## src/rtl/scr1_mem_arbiter.sv

```systemverilog
// SCR1 data-memory arbiter. Two masters share one slave port with round-robin arbitration.
// One transaction is outstanding at a time, issue can be pipelined, and a watchdog bounds the response wait.
`ifndef SCR1_DMEM_AWIDTH
`define SCR1_DMEM_AWIDTH 32
`endif
`ifndef SCR1_DMEM_DWIDTH
`define SCR1_DMEM_DWIDTH 32
`endif

package scr1_memif_pkg;
  typedef enum logic [1:0] {
    SCR1_MEM_WIDTH_BYTE  = 2'b00,
    SCR1_MEM_WIDTH_HWORD = 2'b01,
    SCR1_MEM_WIDTH_WORD  = 2'b10,
    SCR1_MEM_WIDTH_ERROR = 2'b11
  } type_scr1_mem_width_e;

  typedef enum logic [1:0] {
    SCR1_MEM_RESP_NOTRDY = 2'b00,
    SCR1_MEM_RESP_RDY_OK = 2'b01,
    SCR1_MEM_RESP_RDY_ER = 2'b10
  } type_scr1_mem_resp_e;
endpackage

module scr1_mem_arbiter
  import scr1_memif_pkg::*;
#(
  parameter int TIMEOUT_CYC = 255,
  parameter int TIMEOUT_W   = 8
) (
  input  logic                         clk,
  input  logic                         rst,
  input  logic                         m0_req,
  output logic                         m0_req_ack,
  input  logic                         m0_cmd,
  input  type_scr1_mem_width_e         m0_width,
  input  logic [`SCR1_DMEM_AWIDTH-1:0] m0_addr,
  input  logic [`SCR1_DMEM_DWIDTH-1:0] m0_wdata,
  output logic [`SCR1_DMEM_DWIDTH-1:0] m0_rdata,
  output logic [1:0]                   m0_resp,
  input  logic                         m1_req,
  output logic                         m1_req_ack,
  input  logic                         m1_cmd,
  input  type_scr1_mem_width_e         m1_width,
  input  logic [`SCR1_DMEM_AWIDTH-1:0] m1_addr,
  input  logic [`SCR1_DMEM_DWIDTH-1:0] m1_wdata,
  output logic [`SCR1_DMEM_DWIDTH-1:0] m1_rdata,
  output logic [1:0]                   m1_resp,
  output logic                         slv_req,
  input  logic                         slv_req_ack,
  output logic                         slv_cmd,
  output type_scr1_mem_width_e         slv_width,
  output logic [`SCR1_DMEM_AWIDTH-1:0] slv_addr,
  output logic [`SCR1_DMEM_DWIDTH-1:0] slv_wdata,
  input  logic [`SCR1_DMEM_DWIDTH-1:0] slv_rdata,
  input  logic [1:0]                   slv_resp,
  output logic                         timeout_o
);

  typedef enum logic [1:0] {ST_IDLE, ST_DATA, ST_DRAIN} state_e;

  state_e                       state;
  logic                         owner_r;
  logic                         last_r;
  logic [TIMEOUT_W-1:0]         cnt_r;

  logic                         grant;
  logic                         window;
  logic                         fire;
  logic                         accept;
  logic [1:0]                   resp_sel;
  logic [`SCR1_DMEM_DWIDTH-1:0] rdata_sel;

  // Grant 0 = M0, 1 = M1; on a tie the master that was not granted last wins.
  always_comb begin
    grant = m1_req;
    if (m0_req && m1_req) begin
      grant = ~last_r;
    end

    fire   = (TIMEOUT_CYC != 0) && (state == ST_DATA) &&
             (slv_resp == SCR1_MEM_RESP_NOTRDY) && (cnt_r == TIMEOUT_W'(TIMEOUT_CYC));
    window = (state == ST_IDLE) || ((state == ST_DATA) && (slv_resp == SCR1_MEM_RESP_RDY_OK));

    slv_req   = window & (grant ? m1_req : m0_req);
    slv_cmd   = grant ? m1_cmd   : m0_cmd;
    slv_width = grant ? m1_width : m0_width;
    slv_addr  = grant ? m1_addr  : m0_addr;
    slv_wdata = grant ? m1_wdata : m0_wdata;
    accept    = slv_req & slv_req_ack;

    m0_req_ack = ~grant & window & slv_req_ack;
    m1_req_ack =  grant & window & slv_req_ack;

    resp_sel  = SCR1_MEM_RESP_NOTRDY;
    rdata_sel = '0;
    if (state == ST_DATA) begin
      resp_sel  = fire ? SCR1_MEM_RESP_RDY_ER : slv_resp;
      rdata_sel = fire ? '0 : slv_rdata;
    end

    m0_resp   = owner_r ? SCR1_MEM_RESP_NOTRDY : resp_sel;
    m0_rdata  = owner_r ? '0 : rdata_sel;
    m1_resp   = owner_r ? resp_sel : SCR1_MEM_RESP_NOTRDY;
    m1_rdata  = owner_r ? rdata_sel : '0;
    timeout_o = fire;
  end

  // DRAIN absorbs the late response of a timed-out transaction so it never reaches a master.
  always_ff @(posedge clk or posedge rst) begin
    if (rst) begin
      state   <= ST_IDLE;
      owner_r <= 1'b0;
      last_r  <= 1'b1;
      cnt_r   <= '0;
    end else begin
      case (state)
        ST_IDLE: begin
          if (accept) begin
            state   <= ST_DATA;
            owner_r <= grant;
            last_r  <= grant;
            cnt_r   <= '0;
          end
        end
        ST_DATA: begin
          if (slv_resp == SCR1_MEM_RESP_NOTRDY) begin
            if (fire) begin
              state <= ST_DRAIN;
            end else begin
              cnt_r <= cnt_r + TIMEOUT_W'(1);
            end
          end else if ((slv_resp == SCR1_MEM_RESP_RDY_OK) && accept) begin
            owner_r <= grant;
            last_r  <= grant;
            cnt_r   <= '0;
          end else begin
            state <= ST_IDLE;
          end
        end
        ST_DRAIN: begin
          if (slv_resp != SCR1_MEM_RESP_NOTRDY) begin
            state <= ST_IDLE;
          end
        end
        default: state <= ST_IDLE;
      endcase
    end
  end

endmodule

```

## config.mk

```make
export PLATFORM = sky130hd
export DESIGN_NAME = scr1_mem_arbiter
export DESIGN_NICKNAME = d
export VERILOG_FILES = /design/src/rtl/scr1_mem_arbiter.sv
export SDC_FILE = /design/constraint.sdc
export NUM_CORES = 1
export LEC_CHECK = 0
export ABC_AREA = 1
export BUFFER_PORTS_ARGS = -buffer_cell sky130_fd_sc_hd__buf_2
export CAP_MARGIN = 10
export CORE_AREA = 4 4 119 121
export DETAILED_ROUTE_END_ITERATION = 6
export DIE_AREA = 0 0 123 125
export GPL_ROUTABILITY_DRIVEN = 0
export PLACE_DENSITY = 0.56
export RECOVER_POWER = 100
export SLEW_MARGIN = 10
export SYNTH_ARGS = -nofsm -noshare
export SYNTH_HDL_FRONTEND = slang
export SYNTH_SLANG_ARGS = --single-unit
```

## constraint.sdc

```tcl
create_clock -name clk -period 1.7 [get_ports clk]
set_input_delay 0.51 -clock clk [delete_from_list [all_inputs] [get_ports clk]]
set_output_delay 0.51 -clock clk [all_outputs]
set_load 0.02 [all_outputs]
```

Yosys cells after proc, flatten, opt, wreduce, memory -nomap -nowiden. Index checks and enable logic that the tools add are counted.

Output and inout bits: 139. Bits in registers: 12.

Muxes and demuxes: 29. Reduce and logical (&&, ||, !) cells: 13. Add/sub/neg operators: 1. Equal/unequal tests: 12. Bitwise logic cells: 8.

Operators with widths (number): $mux 32 (6); $mux 8 (4); $mux 2 (10); $pmux 8 s2 (1); $reduce_and 4->1 (3); $ne 3x3->1 const B (3); $add 8x1->8 const B (1); $eq 8x8->1 const B (1); $and 1x1->1 (6); $mux 1 (6); $ne 2x2->1 const B (3); $pmux 2 s3 (1); $logic_and 1x1->1 (5); $eq 2x1->1 const B (2); $logic_not 2->1 (2); $reduce_bool 2->1 (2); $ne 3x1->1 const B (1); $eq 2x2->1 const B (1); $ne 2x1->1 const B (1); $not 1->1 (2); $pmux 1 s2 (1); $logic_or 1x1->1 (1).

Logic depth before layout (Yosys ltp).
Depth in word-level cells: 9. Depth in mapped cells: 9. Gate-level depth less buffers: 9.

Least setup slack after synthesis. Ideal clock, no wire load.

Path type: register to output. From: register cnt_r[0]. To: output port m1_rdata[11]. Arrival time: 1.612 ns. Slack: -0.422 ns. Stages on the path, launching flop included: 8. Cells stage by stage: dfrtp_1 ha_1 nand2_1 nor2_4 nand4_4 nand2_8 buf_12 nor3_1.

Longest elaborated chain between the ends: 5.

RTL lines: start: declaration (RTL line 65) `logic [TIMEOUT_W-1:0] cnt_r;`; start signal: assignment (RTL line 131) `cnt_r <= cnt_r + TIMEOUT_W'(1);`; $eq 8x8->1 (RTL line 82) `(slv_resp == SCR1_MEM_RESP_NOTRDY) && (cnt_r == TIMEOUT_W'(TIMEOUT_CYC));`; $logic_and 1x1->1 (RTL line 82); $mux 32 (RTL line 99) `rdata_sel = fire ? '0 : slv_rdata;`; $mux 32 (RTL line 97) `if (state == ST_DATA) begin`; $mux 32 (RTL line 105) `m1_rdata = owner_r ? rdata_sel : '0;`; end: declaration (RTL line 47) `` output logic [`SCR1_DMEM_DWIDTH-1:0] m1_rdata, ``.

Every way passes these cells.

Final worst setup path.
From: register last_r. To: output port slv_wdata[21].

Longest elaborated chain between the ends: 3.

RTL lines: start: declaration (RTL line 64) `logic last_r;`; start signal: assignment (RTL line 122) `last_r <= grant;`; start signal: assignment (RTL line 135) `last_r <= grant;`; $not 1->1 (RTL line 78) `grant = ~last_r;`; $mux 1 (RTL line 77) `if (m0_req && m1_req) begin`; $mux 32 (RTL line 89) `slv_wdata = grant ? m1_wdata : m0_wdata;`; end: declaration (RTL line 54) `` output logic [`SCR1_DMEM_DWIDTH-1:0] slv_wdata, ``.

Every way passes these cells.

==> impl_metrics.yaml <==
outcome:
  status: "finished with violations"
  violations: "negative setup slack"
worst_setup_path:
  crit_path_top_delay_cell: "dfstp_2"
  cp_max_fo: 7
  crit_start: "last_r"
  critPathCaptureType: "output port"
  reg2reg_from: "cnt_r[1]"
  cp.arrival_ps: 1710
  cp-start-kind: "register"
  max_stage_delay_ps: 540
  crit_type: "register to output port"
  cp.required_ps: 1190
  crit_chain: "nand2_2, nand2_4, buf_12, inv_16, buf_12, buf_16, nand2_4, nand2_2, buf_6"
routing:
  wirelength_um: 17400
  drc: 0
  postRouteAntennaNets: 0
  dr.first_iter.drc_count: 89
  vias_per_cell: 4.50
  wl_met2_um: 9600
  dr.pass1.iters: 4
  wl_per_cell_um: 17.4
  met1_length_um: 5490
  vias: 4496
  wl_met3_um: 1470
  highest_layer: "met4"
die:
  die_x_um: 123
  die_area_mm2: 0.0154
  io_pins: 312
  rows: 42
  core_area_mm2: 0.0131
  start_util_pct: 19.4
  fp.dieH_um: 125
sta:
  worst_pin_slew_ps: 498
  fin_crit_sh_pct: 131
  setup_viol: 147
  hold_slack_ps: 279
  fmax_ghz: 0.451
  hold_viol_final: 0
  relSlewSlack_pct: 66.8
  rsz0062_at_grt: "true"
  maxSlewViolCount: 0
  fin_worst_skew_ps: 2.23
  setup_slack_ps: -519
  min_period_ps: 2220
place:
  post-place-ws_ps: -427
  dp_hpwl_um: 11000
  portBuffers: 311
cts:
  clock_path_buffers: 2
  root_buffer: "clkbuf_16"
  clkSlewWorstSetupHoldPaths_ps: 50
  htree_levels: 1
  insertion_delay_ps: 250
  hold_buffers: 0
  cts_sinks: 12
  cts_tree: "done"
  cts_buffers: 3
synthesis:
  ys_seq_elements: 12
  yosysTopAreaCell: "nand2_1"
  netlist-cell-type-count: 28
  synth_area_mm2: 0.00253
  syn_nets: 619
  yosys_warnings: 0
  yosysSeqAreaShare_pct: 11.9
  synth_top_cell_area_share_pct: 34.9
  syn_inst: 445
  syn_avg_cell_area_um2: 5.70
  synth_area_leaders: "nand2_1 35%, nor3_2 21%, dfrtp_1 11%, inv_1 7.1%, buf_12 4.7%"
layout:
  layout_common_cells: "182 x buf_2, 134 x buf_6, 103 x nand2_4, 86 x nand2_2, 64 x nor3_4"
  final_common_cell: "buf_2"
  fillCellCount: 1066
  multi_input_area_mm2: 0.00333
  ff_latch_area_um2: 305
  area_delta_synth_final_pct: 214
  drive_gt1_share_pct: 83.4
  nets: 998
  final_util_pct: 60.9
power_and_ir_drop:
  ir_drop_mv: 0.449
  power_leakage_uw: 0.00433
  power_uw: 7060
  power.density_mw_per_mm2: 886
job:
  cap_violations: 0
global_route:
  grt_max_degree: 17
  grt_first_pass_wirelength_um: 25100
  antenna_found_initial: 1
  gr-total-overflow: 0
  grt_use_total_pct: 20.6
  grt_pass1_vias: 4718
hold_path:
  hold_class: "primary input to async pin"
[layout make-up]
cell class	instances	area share, %
timing repair buffer	399	47.3
multi-input combinational	354	41.8
sequential	12	3.83
inverter	53	2.86
tap	176	2.76
clock buffer	4	1.11
timing repair inverter	1	0.251
antenna	1	0.0314
[cells in the mapped netlist]
master      n
a21oi_1     5
a31oi_1     1
buf_12      6
buf_2       5
buf_4       1
clkbuf_1   15
clkinv_1    2
dfrtp_1    11
dfstp_2     1
ha_1        1
inv_1      48
inv_2       3
nand2_1   236
nand2_2     2
nand2_4     3
nand2_8     1
nand3_1    10
nand3b_1    1
nand4_4     1
nor2_1     14
nor2_4      3
nor2_8      1
nor3_1     12
nor3_2     54
o21ai_0     4
o21ai_1     2
o31ai_1     1
or2_2       1
[where the power goes]
| group | total, µW | switching, µW | internal (µW) |
|---|---|---|---|
| registers | 382 | 51.4 | 331 |
| clock network | 496 | 140 | 356 |
| logic | 6180 | 3240 | 2940 |
| total | 7060 | 3430 | 3620 |
[cell families (layout without fill, tap and decap cells)]
kind of cell	Yosys count	after routing	share of synthesized area, %
AO/OA/AOI/OAI	13	13	2.71
other	0	1	0
AND/OR/NAND/NOR	339	340	68.8
flip-flops	12	12	11.9
adder cells (fa/ha/maj)	1	1	0.494
buffers and inverters	80	457	16.1
[sequential cells by signal, summed over array words and instances, names as in the netlist]
signal	cells
owner_r	1
last_r	1
cnt_r	8
state	2
[metrics by stage]
step	instances	setup TNS, ps	instance area (µm²)
2_1_floorplan	445	-9910	3040
3_5_place_dp	951	-42720	5110
6_report	1000	-62780	7970
3_3_place_gp	951	-41040	5110
4_1_cts	996	-64060	7580
5_1_grt	1000	-73430	7970
[metal layers]
| layer | vias to the layer above | GRT usage, % |
|---|---|---|
| li1 | 2137 | - |
| met2 | 247 | 38.8 |
| met3 | 56 | 4.79 |
| met4 | 0 | 9.25 |
| met5 | - | 0 |
| met1 | 2056 | 21.1 |
[worst max-delay path, delay by kind of cell (launching register included)]
kind | cells | cell delay (ps)
flip-flops | 1 | 540
buffers and inverters | 5 | 630
AND/OR/NAND/NOR | 4 | 290
[timing repair]
item / 4_1_cts / 5_1_grt
endpoints found under the hold margin: 0 / 0
gates resized for setup: 485 / 116
setup endpoints to repair: 139 / 147
cloned: 22 / 2
buffers inserted: 20 / 13
pin swaps: 54 / 29
[final timing paths]
check | end | slack, ps | depth (start not counted)
setup reg to reg | cnt_r[6] | -100 | 12
setup / recovery | slv_wdata[21] | -520 | 9
max in group asynchronous | owner_r | 1050 | 2
min in group clk | last_r | 480 | 2
hold / removal | state[0] | 280 | 2
hold reg to reg | last_r | 480 | 2
Power figures use the tool's default switching activity.
